<file path="config.mk">
export PLATFORM = sky130hd
export DESIGN_NAME = capture_wr_ctrl_flat
export DESIGN_NICKNAME = d
export VERILOG_FILES = /design/src/rtl/capture_wr_ctrl_if.sv /design/src/rtl/capture_wr_ctrl.sv /design/src/flat_wrapper.sv
export SDC_FILE = /design/constraint.sdc
export NUM_CORES = 1
export LEC_CHECK = 0
export ABC_AREA = 1
export BUFFER_PORTS_ARGS = -buffer_cell sky130_fd_sc_hd__buf_2
export CORE_MARGIN = 10
export CORE_UTILIZATION = 35
export DETAILED_ROUTE_END_ITERATION = 12
export SLEW_MARGIN = 40
export SYNTH_ARGS = -nofsm -noshare
export SYNTH_HDL_FRONTEND = slang
export SYNTH_SLANG_ARGS = --single-unit
</file>
<file path="constraint.sdc">
create_clock -name clk -period 4.4 [get_ports clk]
set_input_delay 0.88 -clock clk [delete_from_list [all_inputs] [get_ports clk]]
set_output_delay 0.88 -clock clk [all_outputs]
set_load 0.02 [all_outputs]
</file>
<file path="src/rtl/capture_wr_ctrl_if.sv">
// capture_wr_ctrl_if: probe/stop inputs and trace-memory write and status outputs
interface capture_wr_ctrl_if #(
  parameter int ADDR_WIDTH = 10,
  parameter int DATA_WIDTH = 32
);
  logic [DATA_WIDTH-1:0] i_data;
  logic                  i_ce;
  logic                  stopped;
  logic                  i_rearm;
  logic [ADDR_WIDTH-1:0] waddr;
  logic                  wen;
  logic [DATA_WIDTH-1:0] wdata;
  logic                  primed;
  logic [ADDR_WIDTH-1:0] o_oldest;
  logic                  o_done;
  modport master (
    output i_data, i_ce, stopped, i_rearm,
    input  waddr, wen, wdata, primed, o_oldest, o_done
  );
  modport slave (
    input  i_data, i_ce, stopped, i_rearm,
    output waddr, wen, wdata, primed, o_oldest, o_done
  );
endinterface

</file>
<file path="src/rtl/capture_wr_ctrl.sv">
// capture_wr_ctrl: circular trace-memory writer with fill/prime, stop freeze and rearm
module capture_wr_ctrl #(
  parameter int ADDR_WIDTH = 10,
  parameter int DATA_WIDTH = 32
) (
  input logic              clk,
  input logic              reset,
  capture_wr_ctrl_if.slave bus
);
  typedef enum logic [1:0] {FILL = 2'b00, PRIMED = 2'b01, STOPPED = 2'b10} state_t;
  localparam logic [ADDR_WIDTH:0] DEPTH = {1'b1, {ADDR_WIDTH{1'b0}}};
  state_t                state, state_nxt;
  logic [ADDR_WIDTH-1:0] ptr, waddr, oldest;
  logic [ADDR_WIDTH:0]   fill_cnt, fill_inc;
  logic [DATA_WIDTH-1:0] wdata;
  logic                  wen, primed, done, accept, stop_hit, fill_hit;
  // sample qualification and FILL -> PRIMED -> STOPPED sequencing; rearm overrides all
  always_comb begin
    accept    = bus.i_ce && !bus.i_rearm && state != STOPPED && !(state == PRIMED && bus.stopped);
    stop_hit  = !bus.i_rearm && state == PRIMED && bus.stopped;
    fill_inc  = fill_cnt == DEPTH ? fill_cnt : fill_cnt + 1'b1;
    fill_hit  = accept && state == FILL && fill_inc == DEPTH;
    state_nxt = bus.i_rearm     ? FILL :
                stop_hit        ? STOPPED :
                fill_hit        ? PRIMED :
                state == STOPPED ? STOPPED :
                state == PRIMED  ? PRIMED : FILL;
  end
  // state register
  always_ff @(posedge clk or negedge reset)
    if (!reset) state <= FILL;
    else state <= state_nxt;
  // write port, fill tracking and stop snapshot; all outputs registered
  always_ff @(posedge clk or negedge reset)
    if (!reset) begin
      ptr      <= '0;
      fill_cnt <= '0;
      waddr    <= '0;
      wen      <= 1'b0;
      wdata    <= '0;
      primed   <= 1'b0;
      oldest   <= '0;
      done     <= 1'b0;
    end else if (bus.i_rearm) begin
      ptr      <= '0;
      fill_cnt <= '0;
      primed   <= 1'b0;
      done     <= 1'b0;
      wen      <= 1'b0;
    end else begin
      wen <= accept;
      if (accept) begin
        waddr    <= ptr;
        wdata    <= bus.i_data;
        ptr      <= ptr + 1'b1;
        fill_cnt <= fill_inc;
      end
      if (fill_hit) primed <= 1'b1;
      if (stop_hit) begin
        done   <= 1'b1;
        oldest <= ptr;
      end
    end
  assign bus.waddr    = waddr;
  assign bus.wen      = wen;
  assign bus.wdata    = wdata;
  assign bus.primed   = primed;
  assign bus.o_oldest = oldest;
  assign bus.o_done   = done;
endmodule
</file>
<file path="src/flat_wrapper.sv">
// flat-port wrapper written by rule: the top's interface ports become plain ports
module capture_wr_ctrl_flat 
#(
  parameter int ADDR_WIDTH = 10,
  parameter int DATA_WIDTH = 32
)
  (clk, reset, bus_i_data, bus_i_ce, bus_stopped, bus_i_rearm, bus_waddr, bus_wen, bus_wdata, bus_primed, bus_o_oldest, bus_o_done);
  capture_wr_ctrl_if #(.ADDR_WIDTH(ADDR_WIDTH), .DATA_WIDTH(DATA_WIDTH)) bus_i ();
  input logic clk;
  input logic reset;
  input wire logic [$bits(bus_i.i_data)-1:0] bus_i_data;
  input wire logic [$bits(bus_i.i_ce)-1:0] bus_i_ce;
  input wire logic [$bits(bus_i.stopped)-1:0] bus_stopped;
  input wire logic [$bits(bus_i.i_rearm)-1:0] bus_i_rearm;
  output wire logic [$bits(bus_i.waddr)-1:0] bus_waddr;
  output wire logic [$bits(bus_i.wen)-1:0] bus_wen;
  output wire logic [$bits(bus_i.wdata)-1:0] bus_wdata;
  output wire logic [$bits(bus_i.primed)-1:0] bus_primed;
  output wire logic [$bits(bus_i.o_oldest)-1:0] bus_o_oldest;
  output wire logic [$bits(bus_i.o_done)-1:0] bus_o_done;
  assign bus_i.i_data = bus_i_data;
  assign bus_i.i_ce = bus_i_ce;
  assign bus_i.stopped = bus_stopped;
  assign bus_i.i_rearm = bus_i_rearm;
  assign bus_waddr = bus_i.waddr;
  assign bus_wen = bus_i.wen;
  assign bus_wdata = bus_i.wdata;
  assign bus_primed = bus_i.primed;
  assign bus_o_oldest = bus_i.o_oldest;
  assign bus_o_done = bus_i.o_done;
  capture_wr_ctrl #(.ADDR_WIDTH(ADDR_WIDTH), .DATA_WIDTH(DATA_WIDTH)) u_core (.clk(clk), .reset(reset), .bus(bus_i));
endmodule
</file>
# After elaboration in Yosys (flattened, before gate mapping)

Cells that the tools add are included.

Add/sub/neg operators: 2
Multiplexer cells: 15
Bitwise logic cells: 1
Reduce and logical (&&, ||, !) cells: 16
Equal/unequal tests: 5

Operator list:

| kind                    | count |
|---|---|
| $mux W11                | 3 |
| $eq A11 B11 Y1 const B  | 2 |
| $mux W10                | 2 |
| $add A11 B1 Y11 const B | 1 |
| $add A10 B1 Y10 const B | 1 |
| $logic_and A1 B1 Y1     | 8 |
| $mux W2                 | 4 |
| $mux W1                 | 6 |
| $reduce_bool A2 Y1      | 3 |
| $reduce_and A2 Y1       | 2 |
| $eq A2 B1 Y1 const B    | 1 |
| $eq A2 B2 Y1 const B    | 1 |
| $logic_not A1 Y1        | 2 |
| $logic_not A2 Y1        | 1 |
| $ne A2 B2 Y1 const B    | 1 |
| $not A1 Y1              | 1 |

Logic and storage cells: 48
Output and inout bits: 55
Register bits: 78

# Depth between registers and ports, before layout

Gate-level depths: netlist (run 1).

Depth in word-level cells: 9
Mapped depth: 11

# Worst setup path before layout (run 1)

Ideal clock, no wire load.

Path kind: input -> register
Start point: input port bus_i_rearm
End point: register u_core.ptr[6]
Data required time: 4.276 ns
Cell stages on the path: 7
Arrival time: 1.769 ns
Library setup time: 0.124 ns
Setup slack: 2.507 ns
Path buffers: 1
Cell sequence: buf_2 nor2_1 nand3_2 nor3_2 nand3_1 o21ai_1 a21oi_1

Longest elaborated chain between the ends: 5
Elaborated cells between the ends (all ways): 6

RTL lines:

| what                             | line                  | RTL |
|---|---|---|
| start: declaration               | flat_wrapper.sv:14    | `input wire logic [$bits(bus_i.i_rearm)-1:0] bus_i_rearm;` |
| $logic_not A1 Y1                 | capture_wr_ctrl.sv:19 | `accept = bus.i_ce && !bus.i_rearm && state != STOPPED && !(state == PRIMED && bus.stopped);` |
| $logic_and A1 B1 Y1 (3 in a row) | capture_wr_ctrl.sv:19 |  |
| $reduce_bool A2 Y1 (no line)     | -                     |  |
| end signal: assignment           | capture_wr_ctrl.sv:55 | `ptr <= ptr + 1'b1;` |
| end: declaration                 | capture_wr_ctrl.sv:13 | `logic [ADDR_WIDTH-1:0] ptr, waddr, oldest;` |

Several ways; a longest one is shown, not always the timed one.
A chain may end at the register's enable or synchronous reset.

# Final worst setup path (run 1)

Start point: input port bus_i_rearm
End point: register u_core.ptr[5]

The elaborated chain is that of the path after synthesis.

==> results of run 1 <==
==> cell usage in the layout (no fill, tap or decap), drive strengths merged, types with 7 or more instances in the layout <==
cell      n
clkinv    7
nand2   160
a21oi     7
buf      92
o21ai    35
o22ai     7
clkbuf   10
nand3    20
dfrtp    78
nor2     26
inv      35
==> power by group <==
part	total, mW	internal, mW	leakage, nW	switching [mW]
sequential	0.793	0.763	1.03	0.0293
combinational	0.219	0.0704	1.08	0.148
clock	0.466	0.203	0.0820	0.263
==> stage by stage <==
| step | worst slack, ps | instances | power [mW] | hold WS, ps | utilization |
|---|---|---|---|---|---|
| 2_1_floorplan | 2510 | 407 | 0.931 | 503 | - |
| 3_3_place_gp | 1530 | 612 | 1.03 | 457 | 0.423 |
| 3_5_place_dp | 1480 | 612 | 1.03 | 460 | 0.424 |
| 4_1_cts | 1840 | 628 | 1.51 | 482 | 0.441 |
| 5_1_grt | 1580 | 628 | 1.56 | 498 | 0.441 |
| 6_report | 1830 | 628 | 1.48 | 480 | 0.441 |
==> critical path: stages <==
cell and delay, ps:
buf_2 150, nor2_1 150, nand3_2 80, buf_4 330, inv_2 570, nand3_1 250, nor3_1 180, o21ai_0 100
nor2_1 100
==> routing by layer <==
| metal | vias up | global-route usage | routed length, um |
|---|---|---|---|
| li1 | 1450 | - | - |
| met1 | 1284 | 0.158 | 3990 |
| met2 | 93 | 0.166 | 3450 |
| met3 | 2 | 0.0728 | 988 |
| met4 | 0 | 0.0282 | 27 |
| met5 | - | 0 | 0 |
==> area by class of cell <==
type,instances,area [um2],share of cell area
sequential,78,1950,0.472
clock buffer,10,128,0.0309
multi-input combinational,275,1240,0.301
clock inverter,6,38.8,0.00938
inverter,38,143,0.0345
timing repair buffer,92,469,0.113
tap,129,161,0.0390
==> registers in the layout (all words and copies together), names as in the netlist <==
signal	flops
u_core.state	2
u_core.bus.primed	1
u_core.bus.o_done	1
u_core.bus.o_oldest	10
u_core.fill_cnt	11
u_core.ptr	10
u_core.bus.wdata	32
u_core.bus.wen	1
u_core.bus.waddr	10
==> path summary, 6_finish.rpt <==
| kind | start | endpoint | cells past startpoint |
|---|---|---|---|
| max in group asynchronous | reset | u_core.ptr[1] | 1 |
| hold reg to reg | u_core.bus.wdata[24] | u_core.bus.wdata[24] | 2 |
| setup / recovery | bus_i_rearm | u_core.ptr[5] | 9 |
| min in group asynchronous | reset | u_core.bus.wdata[18] | 1 |
| hold / removal | u_core.bus.wdata[24] | u_core.bus.wdata[24] | 2 |
| setup reg to reg | u_core.state[0] | u_core.ptr[5] | 10 |
==> logic make-up (layout without fill, tap and decap cells) <==
group / after synthesis / count (layout) / synth area share
simple gates: 216 / 216 / 0.259
flops: 78 / 78 / 0.571
buf+inv: 54 / 146 / 0.0641
compound gates: 50 / 50 / 0.0766
xor+xnor: 6 / 6 / 0.0176
fa+ha+maj: 3 / 3 / 0.0110
==> out/results.tsv, run 1 <==
metric	value	unit
run status	finished clean	
Reg2Reg Setup Slack	1940	ps
vias per cell	4.50	
Pleak	2.20	nW
Worst-Margin Slew	702	ps
Tmin final	2570	ps
CTS Buf Count	9	
ranking of synthesized cells by area	dfrtp_1 (57%), nand2_1 (17%), inv_1 (3.5%)	
Hold Buf Count CTS	0	
Post-Syn Nets	447	
ys flop type	dfrtp_1	
placed cell areas	3970	um2
die footprint	14100	um2
post-CTS sizing	0	
Hold Vio Cnt, Final	0	
fin crit share	0.584	
total of max-cap violations	0	
GRT Resource Usage Total	0.121	
fmax	389	MHz
Post-DRT Antenna Nets	0	
die height	119	um
Final Max Slew Viols	0	
post-synthesis register bit count	78	
Starting Density	0.364	
root buf cell	clkbuf_8	
area share of the largest cell type after synthesis	0.571	
pwr dens	357	nW/um2
CP max FO	70	
Synth area leader	dfrtp_1	
WL per Instance	13.5	um
largest net degree at the start of global routing	79	
Worst Path Required	4670	ps
routed wire length	8.45	mm
TritonCTS clock tree	done	
DRC viols	0	
global placement routability congestion	0.882	
# IOs	92	
vias in the first global route	2919	
die width	119	um
Syn Inst Count	407	
# port buffers	91	
grt ovf	0	
Worst-path clk slew	80	ps
final setup fails	0	
crit path kind	input port to register	
Startpoint Class	input port	
global-route wire length before repair	14.3	mm
layout cells sized above 1	0.236	
H-tree levels	3	
Initial DRT Pass Iterations	4	
Worst Hold Class	register to register	
Setup TNS Final	0	ps
synthesis warning total	0	
antenna violations before repair	0	
VDD IR-drop max	0.215	mV
syn avg cell area	8.39	um2
fill count	938	
first-iteration detailed-routing DRC count	99	
clk_lat worst skew	340	ps
Slew HR	0.532	
Post-DP HPWL	5.96	mm
core area	9370	um2
row count	35	
final instance area	4140	um2
Crit path arrival time	2850	ps
Distinct cells, synth	26	
Post-synth EDFFs	0	
ys async rst share	1.00	
Post-CTS Setup Repair Bufs	0	
CP Capture Type	register	
Area growth syn-to-layout	21.1	%
synth cell count leaders	nand2_1 (159), dfrtp_1 (78), inv_1 (32)	
Setup Skew	9.69	ps
most numerous cell in the Yosys netlist	nand2_1	
nets	534	
Antenna diodes	0	
post-synthesis sequential area ratio	0.571	
clk sinks	78	
RSZ-0062 raised after global routing	no	
synthesized area	3420	um2
CTS Buffer Depth	2	
detailed-route via count	2829	
Power figures use the tool's default switching activity.
==> run 2: changes to the inputs <==
- clock period: 4.4 -> 2.4 ns (I/O delays scaled with it)
==> out/results.tsv, run 2 (synthesized netlist as in run 1, its figures left out) <==
metric	value	unit
run status	finished clean	
final instance area	4210	um2
fin crit share	0.749	
CP Capture Type	register	
Hold Vio Cnt, Final	0	
GRT Resource Usage Total	0.124	
root buf cell	clkbuf_8	
Logic pwr share	0.143	
pwr dens	685	nW/um2
# IOs	92	
nets	539	
fmax	556	MHz
Startpoint Class	register	
Starting Density	0.364	
Post-CTS Setup Repair Bufs	0	
routed wire length	8.59	mm
Initial DRT Pass Iterations	4	
part of the power in registers	0.502	
Post-DP HPWL	6.30	mm
vias per cell	4.54	
Antenna diodes	0	
antenna violations before repair	0	
CTS Buf Count	9	
global placement routability congestion	0.792	
H-tree levels	3	
TritonCTS clock tree	done	
RSZ-0062 raised after global routing	no	
post-CTS sizing	0	
vias in the first global route	2990	
# port buffers	91	
VDD IR-drop max	0.296	mV
clk_lat worst skew	350	ps
die width	119	um
Internal Power	2.05	mW
total power	2.88	mW
detailed-route via count	2876	
depth of the most critical reg-to-reg path	7	
Worst Hold Class	input port to async pin	
Tmin final	1800	ps
clk sinks	78	
WL per Instance	13.6	um
placed cell areas	4000	um2
grt ovf	0	
Worst Path Required	2610	ps
Slew HR	0.641	
CP max FO	16	
largest net degree at the start of global routing	52	
Hold Buf Count CTS	0	
Worst-Margin Slew	537	ps
final hold slack	110	ps
Setup Skew	11.7	ps
total of max-cap violations	0	
final setup fails	0	
die height	119	um
Pleak	2.24	nW
CTS Buffer Depth	2	
crit path kind	register to register	
most common cell after layout, fill and taps aside	nand2_1	
DRC viols	0	
global-route wire length before repair	14.4	mm
Post-DRT Antenna Nets	0	
layout cells sized above 1	0.246	
Crit path arrival time	2000	ps
most frequent cells in the layout	nand2_1 (159), buf_2 (90), dfrtp_1 (78)	
core area	9370	um2
Sw Ratio	0.290	
row count	35	
Area growth syn-to-layout	23.2	%
Final Max Slew Viols	0	
Largest regs	u_core.bus.wdata x32, u_core.fill_cnt x11	
die footprint	14100	um2
Sw Pwr	0.837	mW
Worst-path clk slew	90	ps
Clk pwr share	0.355	
Setup TNS Final	0	ps
first-iteration detailed-routing DRC count	118	
Largest Register	u_core.bus.wdata	
Largest register FFs	32	
-- run 2: power groups by stage --
stage               sequential, mW  clock, mW  combinational (mW)
floorplan                     1.57          0               0.135
global placement              1.47          0               0.418
detailed placement            1.47          0               0.424
CTS                           1.45       1.07               0.424
global route                  1.46       1.12               0.466
finish                        1.45       1.02               0.411
-- run 2: path summary, 6_finish.rpt --
check                                startpoint              endpoint  slack [ps]
max reg2reg                     u_core.state[1]         u_core.ptr[7]         600
min                                       reset  u_core.bus.wdata[18]         110
min in group clk                 bus_i_data[20]  u_core.bus.wdata[20]         320
max in group asynchronous                 reset    u_core.fill_cnt[3]        1560
min reg2reg                u_core.bus.wdata[27]  u_core.bus.wdata[27]         480
max                             u_core.state[1]         u_core.ptr[7]         600
-- run 2: area by class of cell --
| class | instances | area [um2] |
|---|---|---|
| clock buffers | 10 | 138 |
| clock inverters | 6 | 67.6 |
| fillers | 979 | 5160 |
| inverters | 38 | 143 |
| multi-input cells | 275 | 1240 |
| flip-flops and latches | 78 | 1950 |
| well taps | 129 | 161 |
| repair buffers | 97 | 503 |
-- run 2: per-stage QoR --
stage / setup WS, ps / utilization / instances
floorplan: 907 / - / 407
global placement: 571 / 0.427 / 617
detailed placement: 545 / 0.427 / 617
CTS: 596 / 0.449 / 633
global route: 467 / 0.449 / 633
finish: 603 / 0.449 / 633
-- run 2: layer usage --
metal,wire (um),vias up,share of wire,track usage
met5,0,-,0,0
met1,3970,1315,0.46,0.155
met3,965,4,0.11,0.0728
met2,3600,93,0.42,0.178
li1,-,1464,-,-
met4,53,0,0.0062,0.0336
-- run 2: critical path: stages, from the launching register on --
cell and delay, ps:
dfrtp_1 390, nor2_1 140, nand2_1 150, nand3_2 150, buf_4 230, nand2_1 350, nand2_1 160, o21ai_1 80
